`src/rtl/hash_table_engine.sv`:
```
// hash_table_engine
//   Key/value store: TOTAL_INDEX buckets of CHAINING_SIZE slots each.
//   A request is accepted in IDLE. SCAN then examines one slot of the
//   bucket per clock. After the one-cycle op_done pulse the FSM waits in
//   RELEASE until op_en drops.
// Ports
//   clk, rst         clock, asynchronous active-low reset
//   key_in/value_in  request key / insert value (sampled at acceptance)
//   op_sel           00 insert, 01 delete, 10 search, 11 reserved (error)
//   op_en            request valid, held until op_done
//   value_out        search result (0 on a search miss)
//   op_done          one-cycle completion pulse
//   op_error         full bucket / key not found / reserved op
//   collision_count  slots before the match, else valid slots (saturating)
module hash_table_engine #(
    parameter int KEY_WIDTH        = 32,
    parameter int VALUE_WIDTH      = 32,
    parameter int TOTAL_INDEX      = 8,
    parameter int CHAINING_SIZE    = 4,
    parameter     COLLISION_METHOD = "MULTI_STAGE_CHAINING",
    parameter     HASH_ALGORITHM   = "MODULUS",
    // Derived; the floor of 1 keeps the minimum configurations legal.
    parameter int CHAIN_WIDTH      = ($clog2(CHAINING_SIZE-1) < 1) ? 1 : $clog2(CHAINING_SIZE-1),
    parameter int INDEX_WIDTH      = ($clog2(TOTAL_INDEX-1) < 1) ? 1 : $clog2(TOTAL_INDEX-1)
) (
    input  logic                   clk,
    input  logic                   rst,
    input  logic [KEY_WIDTH-1:0]   key_in,
    input  logic [VALUE_WIDTH-1:0] value_in,
    input  logic [1:0]             op_sel,
    input  logic                   op_en,
    output logic [VALUE_WIDTH-1:0] value_out,
    output logic                   op_done,
    output logic                   op_error,
    output logic [CHAIN_WIDTH-1:0] collision_count
);

    localparam int CNT_W = $clog2(CHAINING_SIZE + 1);
    localparam logic [CHAIN_WIDTH-1:0] CNT_MAX   = '1;
    localparam logic [CHAIN_WIDTH-1:0] LAST_SLOT = CHAIN_WIDTH'(CHAINING_SIZE - 1);

    localparam logic [1:0] OP_INS  = 2'b00;
    localparam logic [1:0] OP_DEL  = 2'b01;
    localparam logic [1:0] OP_SRCH = 2'b10;

    typedef enum logic [1:0] {IDLE, SCAN, RELEASE} state_t;

    state_t state, nxt_state;

    // Table storage; only the valid bits need reset.
    logic                   tbl_vld [TOTAL_INDEX][CHAINING_SIZE];
    logic [KEY_WIDTH-1:0]   tbl_key [TOTAL_INDEX][CHAINING_SIZE];
    logic [VALUE_WIDTH-1:0] tbl_val [TOTAL_INDEX][CHAINING_SIZE];

    // Request context latched at acceptance
    logic [KEY_WIDTH-1:0]   lat_key;
    logic [VALUE_WIDTH-1:0] lat_val;
    logic [1:0]             lat_op;
    logic [INDEX_WIDTH-1:0] bucket;
    logic [CHAIN_WIDTH-1:0] ptr;
    logic                   free_found;
    logic [CHAIN_WIDTH-1:0] free_idx;

    // Slot under examination
    logic cur_vld, hit, last;
    assign cur_vld = tbl_vld[bucket][ptr];
    assign hit     = cur_vld && (tbl_key[bucket][ptr] == lat_key);
    assign last    = (ptr == LAST_SLOT);

    // Valid-slot population of the active bucket, saturated to the output width
    logic [CNT_W-1:0]       vld_cnt;
    logic [CHAIN_WIDTH-1:0] vld_cnt_sat;
    always_comb begin
        vld_cnt = '0;
        for (int i = 0; i < CHAINING_SIZE; i++)
            vld_cnt = vld_cnt + CNT_W'(tbl_vld[bucket][i]);
        vld_cnt_sat = (vld_cnt > CNT_W'(CNT_MAX)) ? CNT_MAX : vld_cnt[CHAIN_WIDTH-1:0];
    end

    // Next-state and completion decode
    logic                   done, err, vout_ld, wr, clr;
    logic [CHAIN_WIDTH-1:0] coll, wr_slot;
    logic [VALUE_WIDTH-1:0] vout_n;

    always_comb begin
        nxt_state = state;
        done      = 1'b0;
        err       = 1'b0;
        vout_ld   = 1'b0;
        vout_n    = '0;
        wr        = 1'b0;
        clr       = 1'b0;
        wr_slot   = ptr;
        coll      = '0;
        case (state)
            IDLE: if (op_en) nxt_state = SCAN;
            SCAN: begin
                case (lat_op)
                    OP_INS: begin
                        if (hit) begin
                            // Existing key: overwrite in place
                            done = 1'b1;
                            wr   = 1'b1;
                            coll = ptr;
                        end else if (last) begin
                            done = 1'b1;
                            coll = vld_cnt_sat;
                            if (free_found || !cur_vld) begin
                                wr      = 1'b1;
                                wr_slot = free_found ? free_idx : ptr;
                            end else begin
                                err = 1'b1;
                            end
                        end
                    end
                    OP_DEL: begin
                        if (hit) begin
                            done = 1'b1;
                            clr  = 1'b1;
                            coll = ptr;
                        end else if (last) begin
                            done = 1'b1;
                            err  = 1'b1;
                            coll = vld_cnt_sat;
                        end
                    end
                    OP_SRCH: begin
                        if (hit) begin
                            done    = 1'b1;
                            vout_ld = 1'b1;
                            vout_n  = tbl_val[bucket][ptr];
                            coll    = ptr;
                        end else if (last) begin
                            done    = 1'b1;
                            err     = 1'b1;
                            vout_ld = 1'b1;
                            coll    = vld_cnt_sat;
                        end
                    end
                    default: begin
                        // Reserved opcode completes on the first scan edge
                        done = 1'b1;
                        err  = 1'b1;
                    end
                endcase
                if (done) nxt_state = RELEASE;
            end
            RELEASE: if (!op_en) nxt_state = IDLE;
            default: nxt_state = IDLE;
        endcase
    end

    // Control and result registers
    always_ff @(posedge clk or negedge rst) begin
        if (!rst) begin
            state           <= IDLE;
            lat_key         <= '0;
            lat_val         <= '0;
            lat_op          <= '0;
            bucket          <= '0;
            ptr             <= '0;
            free_found      <= 1'b0;
            free_idx        <= '0;
            op_done         <= 1'b0;
            op_error        <= 1'b0;
            collision_count <= '0;
            value_out       <= '0;
        end else begin
            state   <= nxt_state;
            op_done <= done;
            if (state == IDLE && op_en) begin
                lat_key    <= key_in;
                lat_val    <= value_in;
                lat_op     <= op_sel;
                // Power-of-two bucket count: modulus is the low key bits
                bucket     <= key_in[INDEX_WIDTH-1:0];
                ptr        <= '0;
                free_found <= 1'b0;
            end
            if (state == SCAN && !done) begin
                ptr <= ptr + 1'b1;
                // Remember the lowest hole in case the key is not present
                if (!cur_vld && !free_found) begin
                    free_found <= 1'b1;
                    free_idx   <= ptr;
                end
            end
            if (done) begin
                op_error        <= err;
                collision_count <= coll;
                if (vout_ld) value_out <= vout_n;
            end
        end
    end

    // Valid bits: cleared by reset, set on insert, cleared on delete
    always_ff @(posedge clk or negedge rst) begin
        if (!rst) begin
            for (int b = 0; b < TOTAL_INDEX; b++)
                for (int s = 0; s < CHAINING_SIZE; s++)
                    tbl_vld[b][s] <= 1'b0;
        end else begin
            if (wr)  tbl_vld[bucket][wr_slot] <= 1'b1;
            if (clr) tbl_vld[bucket][ptr]     <= 1'b0;
        end
    end

    always_ff @(posedge clk) begin
        if (wr) begin
            tbl_key[bucket][wr_slot] <= lat_key;
            tbl_val[bucket][wr_slot] <= lat_val;
        end
    end

endmodule

```
`config.mk`:
```
export PLATFORM = sky130hd
export DESIGN_NAME = hash_table_engine
export DESIGN_NICKNAME = d
export VERILOG_FILES = /design/src/rtl/hash_table_engine.sv
export SDC_FILE = /design/constraint.sdc
export NUM_CORES = 2
export LEC_CHECK = 0
export CELL_PAD_IN_SITES_DETAIL_PLACEMENT = 0
export CELL_PAD_IN_SITES_GLOBAL_PLACEMENT = 1
export CORE_ASPECT_RATIO = 2
export CORE_MARGIN = 10
export CORE_UTILIZATION = 50
export CTS_CLUSTER_SIZE = 24
export DETAILED_ROUTE_END_ITERATION = 6
export PLACE_DENSITY = 0.72
export SKIP_LAST_GASP = 1
export SLEW_MARGIN = 5
export SYNTH_ARGS = -nofsm -noshare
export SYNTH_HDL_FRONTEND = slang
export SYNTH_SLANG_ARGS = --single-unit
```
`constraint.sdc`:
```
create_clock -name clk -period 10.1 [get_ports clk]
set_input_delay 1.515 -clock clk [delete_from_list [all_inputs] [get_ports clk]]
set_output_delay 1.515 -clock clk [all_outputs]
set_load 0.02 [all_outputs]
```
**Word-level counts from Yosys, hierarchy flattened**

Memory sizes are Yosys's and may differ from the RTL's.
Index checks and enable logic that the tools add are counted.

- Logic and storage cells: 161
- RAM bits: 2048
- Input port bits: 69
- Memories: 2
- Flip-flop bits (word level): 144
- Output and inout port bits: 36

- $lt $le $gt $ge: 7
- Mux-type cells: 70
- Eq/ne operators: 9
- Bitwise operators: 6
- Add/subtract/negate cells: 4
- Reductions and logical operators: 19

Memories:

| name | depth | bits a word | read ports | clocked after Yosys merged registers in | write ports | RTL line | RTL |
|---|---|---|---|---|---|---|---|
| tbl_key | 8 | 128 | 1 | 0 | 1 | 52 | `logic [KEY_WIDTH-1:0] tbl_key [TOTAL_INDEX][CHAINING_SIZE];` |
| tbl_val | 8 | 128 | 1 | 0 | 1 | 53 | `logic [VALUE_WIDTH-1:0] tbl_val [TOTAL_INDEX][CHAINING_SIZE];` |

Operators with widths:

| cell | number |
|---|---|
| 32-bit two-way mux | 10 |
| 32-bit binary-select mux with 2-bit select | 2 |
| 128-bit two-way mux | 1 |
| 32-bit demux with 2-bit select | 1 |
| 32-bit bitwise AND | 1 |
| 32-bit == test | 1 |
| 2-bit two-way mux | 16 |
| 32-bit NOT | 1 |
| 32-bit OR | 1 |
| 1-bit two-way mux | 28 |
| 4-bit demux with 3-bit select | 2 |
| 4-bit two-way mux | 4 |
| 4-bit binary-select mux with 3-bit select | 1 |
| 1-bit logical AND | 7 |
| 2-bit == test (second input constant) | 3 |
| 3-bit greater-or-equal comparator (second input constant) | 2 |
| 3-bit by 1-bit less-than comparator with 1-bit output (second input constant) | 2 |
| 2-bit != test (second input constant) | 3 |
| 2-bit NOT with 3-bit output | 2 |
| 2-bit one-hot mux with 3 select lines | 1 |
| 1-bit demux with 2-bit select | 2 |
| 2-bit by 1-bit == test with 1-bit output (second input constant) | 2 |
| 4-bit greater-or-equal comparator (second input constant) | 1 |
| 2-bit zero test | 2 |
| 16 further kinds | 19 |

**Longest topological paths before layout**

- Depth after elaboration: 25
- Depth in mapped cells: 20
- Depth with buffers taken out: 11

**Least setup slack after synthesis**

OpenSTA, ideal clock, no wires.

- Path type: register to register
- Start point: register lat_key[2]
- End point: memory tbl_key[0][0] (netlist name) (enable)
- Arrival time: 6778 ps
- Stages on the path, launching flop included: 18
- Path buffers: 6
- Slack: 2836 ps
- Setup time: 486 ps
- Cell sequence: dfrtp_1 -> buf_4 -> buf_4 -> buf_4 -> buf_2 -> mux2_2 -> a22oi_1 -> nand4_1 -> a21o_1 -> a221oi_1 -> nand4_1 -> a2111o_1 -> nor4_2 -> or3_1 -> buf_4 -> mux2_4 -> buf_2 -> nor2_1

- Longest elaborated chain between the ends: 11

RTL lines:

| what | RTL line | RTL |
|---|---|---|
| from (decl) | 56 | `logic [KEY_WIDTH-1:0] lat_key;` |
| from (signal assigned) | 172 | `lat_key <= key_in;` |
| 32-bit == test (*) | 67 | `assign hit = cur_vld && (tbl_key[bucket][ptr] == lat_key);` |
| 1-bit logical AND (*) | 67 |  |
| 2-bit two-way mux | 100 | `if (hit) begin` |
| 2-bit two-way mux | 98 | `case (lat_op)` |
| 2-bit two-way mux | 95 | `case (state)` |
| 2-bit NOT with 3-bit output (implied by the code) | 210 | `tbl_key[bucket][wr_slot] <= lat_key;` |
| 3-bit greater-or-equal comparator (implied by the code) or 3-bit by 1-bit less-than comparator with 1-bit output (tied branches) | 210 |  |
| 1-bit logical AND (implied by the code) | 210 |  |
| 32-bit two-way mux (implied by the code) | 210 |  |
| 32-bit demux with 2-bit select | 210 |  |
| 128-bit two-way mux (implied by the code) (*) | 210 |  |
| to (decl) | 52 |  |

Mark *: on every way between the ends. The rest lies on a longest branch, timed or not.

**Final worst setup path**

- Start point: register lat_key[2]
- End point: memory tbl_val[5][116] (netlist name) (enable)

- Longest elaborated chain between the ends: 11

RTL lines:

| what | RTL line | RTL |
|---|---|---|
| 32-bit == test (*) | 67 |  |
| 1-bit logical AND (*) | 67 |  |
| 2-bit two-way mux | 100 |  |
| 2-bit two-way mux | 98 |  |
| 2-bit two-way mux | 95 |  |
| 2-bit NOT with 3-bit output (implied by the code) | 211 | `tbl_val[bucket][wr_slot] <= lat_val;` |
| 3-bit greater-or-equal comparator (implied by the code) or 3-bit by 1-bit less-than comparator with 1-bit output (tied branches) | 211 |  |
| 1-bit logical AND (implied by the code) | 211 |  |
| 32-bit two-way mux (implied by the code) | 211 |  |
| 32-bit demux with 2-bit select | 211 |  |
| 128-bit two-way mux (implied by the code) (*) | 211 |  |
| to (decl) | 53 |  |

Marked as above.

==> impl_summary.log <==
[metrics] clock-pin transition on the worst setup and hold timing paths: 0.07 ns
[metrics] violated checks: max-capacitance violations, max-slew violations
[metrics] fmax: 0.115 GHz
[metrics] Clock Tree Root: sky130_fd_sc_hd__clkbuf_16
[metrics] number of endpoints failing setup at the final stage: 0
[metrics] count of pins over their slew limit: 2
[metrics] clock tree from TritonCTS: built
[metrics] aggregate global-route resource usage: 29.0%
[metrics] # clock sinks: 2189
[metrics] total of fill cells in the finished design: 12900
[metrics] Post-Syn Instances: 4922
[metrics] pre-CTS WS: 1.59 ns
[metrics] most prevalent standard cell on the critical path: sky130_fd_sc_hd__buf_4
[metrics] Top Family by Delay on Critical Path: buffers and inverters
[metrics] critical path data required time: 10.56 ns
[metrics] fraction of met1 tracks used by global routing: 34.2%
[metrics] detailed router's first-iteration violation count: 6123
[metrics] starting density of the core: 50.2%
[metrics] total core area: 169000 um2
[metrics] final sum of negative setup slack: 0 ns
[metrics] cell type of the slowest stage on the worst timing path: sky130_fd_sc_hd__nor2_4
[metrics] setup bufs post-CTS: 0
[metrics] Worst setup SP type: flip-flop
[metrics] Hold Path Stages: 0
[metrics] share of synthesized flip-flops with an asynchronous set or reset: 6.44%
[metrics] final hold slack: 0.473 ns
[metrics] worst slew slack as a fraction of its limit: -3.85%
[metrics] maximum vdd ir drop: 0.000192 V
[metrics] via count of the first global-routing pass: 50600
[metrics] syn_area_per_cell: 17.3 um2
[metrics] maximum number of pins on one net before global-route repair: 119
[metrics] post-cts sizing count: 0
[metrics] Final Cycle Share: 85.9%
[metrics] kind of path behind the tightest hold check: reg -> reg
[metrics] share of layout cells above drive strength 1: 18.6%
[metrics] Ys Warns: 0
[metrics] setup repair after global routing missed its margin: false
[metrics] sequential fraction of design power: 42.3%
[metrics] Combinational Power Share: 32.4%
[metrics] Least-Margin Pin Slew: 1.54 ns
[metrics] Port Buffers: 104
[metrics] R2R Setup Slk: 1.43 ns
[metrics] sequential cell area: 65000 um2
[metrics] number of max-cap violations: 1
[metrics] detailed placer's ending HPWL: 157000 um
[metrics] number of antenna violations at the first check in global routing: 4
[metrics] worst path arrival time: 9.13 ns
[metrics] met3 demand-to-capacity share in global routing: 4.31%
[metrics] final worst slack: 1.43 ns
[metrics] sequential area share after synthesis: 76.4%
[metrics] die width: 312 um
[metrics] wire length of the first global-routing pass: 390000 um
[metrics] Clock Power Share: 25.3%
[metrics] Die Footprint: 188000 um2
[metrics] Post-synth EDFFs: 2048
[metrics] std cell rows: 214
[metrics] GR peak layer: met2
[metrics] post-route DRC violation count: 0
[metrics] count of hold-fix buffers inserted at cts: 0
[metrics] Hold Fails Final Rpt: 0
[metrics] buffers from clock root to sink, at most: 4
[metrics] internal power component: 0.0183 W
[metrics] logic depth of the worst register-to-register path: 17
[metrics] Final min period: 8.67 ns
[metrics] gr ovfl total: 0
[metrics] class of the most critical setup path: reg -> reg
[metrics] run status: complete, but fails checks
[metrics] number of routed nets with antenna violations: 0
[metrics] post-synthesis net count: 5001
[metrics] boundary pin count: 105
[metrics] ratio of total power to cell area: 302 nW/um2
[metrics] Layout area overhead: 12.6%
[metrics] detail-routed net length per standard cell: 37.4 um
[metrics] end of the worst register-to-register path: tbl_val[5][116]
[metrics] critical-path maximum fanout: 53
[metrics] area of the mapped netlist: 85100 um2
[metrics] overall power consumption: 0.0290 W
[metrics] switching share of total power: 36.8%
[metrics] HP Start: lat_key[26]
[metrics] number of distinct standard cells referenced by the synthesized netlist: 82
[metrics] total CTS buffers: 186
[metrics] Critical Path Max Stage Delay: 1.05 ns
[metrics] kind of capture point of the worst setup path: flip-flop
[metrics] final layout net count: 5149
[metrics] average vias per placed instance: 6.77
[metrics] die height: 603 um
[metrics] largest clock skew in the final design: 0.0454 ns
[metrics] last weighted congestion value of the routability-driven placer: 0.885
[metrics] Critical Path, Cell by Cell: buf_4, buf_4, buf_4, mux2i_1, o22ai_1, nor2_1, a21oi_1, xor2_1, nor4b_1, o22ai_1, nor4_2, buf_4, o21bai_1, buf_4, or2_1, nor2_4, buf_4
[metrics] number of flip-flops and latches in the synthesized netlist: 2189
[metrics] GRT met2 Usage: 50.1%
[metrics] htree depth: 4
[metrics] Pleak: 30.5 nW
[metrics] total wire length: 280000 um
[metrics] net load switching power: 0.0107 W
[metrics] destination of the worst hold path: tbl_key[2][26]
[metrics] total number of vias: 50700
[metrics] router iterations before antenna repair: 7
[metrics] predominant post-synthesis flop cell: sky130_fd_sc_hd__edfxtp_1
[metrics] total buffers and inverters traversed by the critical path: 6
[metrics] Skew-Pair Late Insertion Delay: 0.85 ns
[metrics] RR Startpoint: lat_key[2]
[metrics] combined area of the multi-input logic cells: 18800 um2
## area by class of cell
class,instances,area share (%)
inverter,16,0.0731
multi-input combinational,2371,19.7
sequential,2189,67.9
antenna,4,0.0104
tap,2268,2.96
timing repair buffer,306,3.07
clock inverter,80,0.952
clock buffer,252,5.37
## sequential cells by signal (all words and copies together) (netlist names)
register         count
value_out           32
state                2
op_error             1
tbl_key           1024
ptr                  2
collision_count      2
tbl_vld             32
lat_key             32
free_idx             2
tbl_val           1024
free_found           1
lat_op               2
lat_val             32
op_done              1
## metrics by stage
step,utilization [%],cell area (um2),cells
after detailed placement,52.9,89700,7149
after floorplan,-,85100,4922
after global routing,56.5,95800,7483
after global placement,52.9,89700,7148
final,56.5,95800,7486
after CTS,56.5,95800,7481
## cell families (layout without fill, tap and decap cells)
group,count (synthesis),in the layout,share of synthesized area [%]
compound gates,1254,1254,10.4
xor+xnor,34,34,0.350
fa+ha+maj,10,10,0.156
buf+inv,362,654,1.87
flops,2189,2189,76.4
mux,587,587,8.17
other cells,0,4,0
simple gates,486,486,2.62
## layout by cell type, fill, tap and decap left out, drive strengths merged, types with 50 or more instances in the layout
cell type / count
mux2: 348
a221o: 54
a221oi: 143
buf: 202
dfrtp: 141
clkinv: 52
o22ai: 244
o21ai: 226
clkbuf: 253
o221ai: 61
edfxtp: 2048
clkdlybuf4s50: 103
a21oi: 147
nand2: 157
mux4: 50
a22oi: 85
nor2: 174
mux2i: 189
## power by group through the flow
stage          sequential [W]  clock [W]  combinational (W)
2_1_floorplan          0.0123          0            0.00493
3_3_place_gp           0.0124          0            0.00914
3_5_place_dp           0.0125          0            0.00919
4_1_cts                0.0123    0.00738            0.00921
5_1_grt                0.0123    0.00771            0.00965
6_report               0.0123    0.00733            0.00939
## routing by layer
layer  wire, um  share of wire [%]
met1      96900                 35
met2     140000                 50
met3      22400                8.0
met4      20100                7.2
met5          9             0.0032
## how the worst max path moves through the flow
stage	start	end	slack (ns)	cells after the start
global route	lat_key[2]	tbl_val[5][103]	1.28	17
finish	lat_key[2]	tbl_val[5][116]	1.43	17
detailed placement	lat_key[2]	tbl_val[5][126]	1.59	17
CTS	lat_key[2]	tbl_val[5][120]	1.54	17
floorplan	lat_key[2]	tbl_key[0][0]	2.84	17
global placement	lat_key[2]	tbl_val[5][126]	1.63	17
## synthesized netlist by cell type, types with 18 or more instances
library cell,count,area share (%)
sky130_fd_sc_hd__a22oi_1,85,0.75
sky130_fd_sc_hd__mux4_2,50,1.3
sky130_fd_sc_hd__o2bb2ai_1,44,0.45
sky130_fd_sc_hd__o221ai_1,61,0.63
sky130_fd_sc_hd__o22ai_1,244,1.8
sky130_fd_sc_hd__o41ai_1,20,0.21
sky130_fd_sc_hd__edfxtp_1,2048,72
sky130_fd_sc_hd__a221o_1,54,0.64
sky130_fd_sc_hd__o2111ai_1,22,0.23
sky130_fd_sc_hd__nand2_1,157,0.69
sky130_fd_sc_hd__dfrtp_1,141,4.1
sky130_fd_sc_hd__clkbuf_1,179,0.79
sky130_fd_sc_hd__nor2_1,173,0.76
sky130_fd_sc_hd__a211oi_1,30,0.26
sky130_fd_sc_hd__o31ai_1,37,0.33
sky130_fd_sc_hd__mux2_2,344,4.6
sky130_fd_sc_hd__buf_4,26,0.23
sky130_fd_sc_hd__a221oi_1,143,1.5
sky130_fd_sc_hd__nor4_1,18,0.13
sky130_fd_sc_hd__nor3_1,21,0.12
sky130_fd_sc_hd__a21oi_1,147,0.86
sky130_fd_sc_hd__buf_1,46,0.20
sky130_fd_sc_hd__mux2i_1,186,2.2
sky130_fd_sc_hd__o21ai_0,226,1.3
sky130_fd_sc_hd__a22o_1,25,0.26
sky130_fd_sc_hd__buf_2,91,0.54
sky130_fd_sc_hd__xor2_1,18,0.19
No activity file was read; power rests on OpenSTA's default activity.
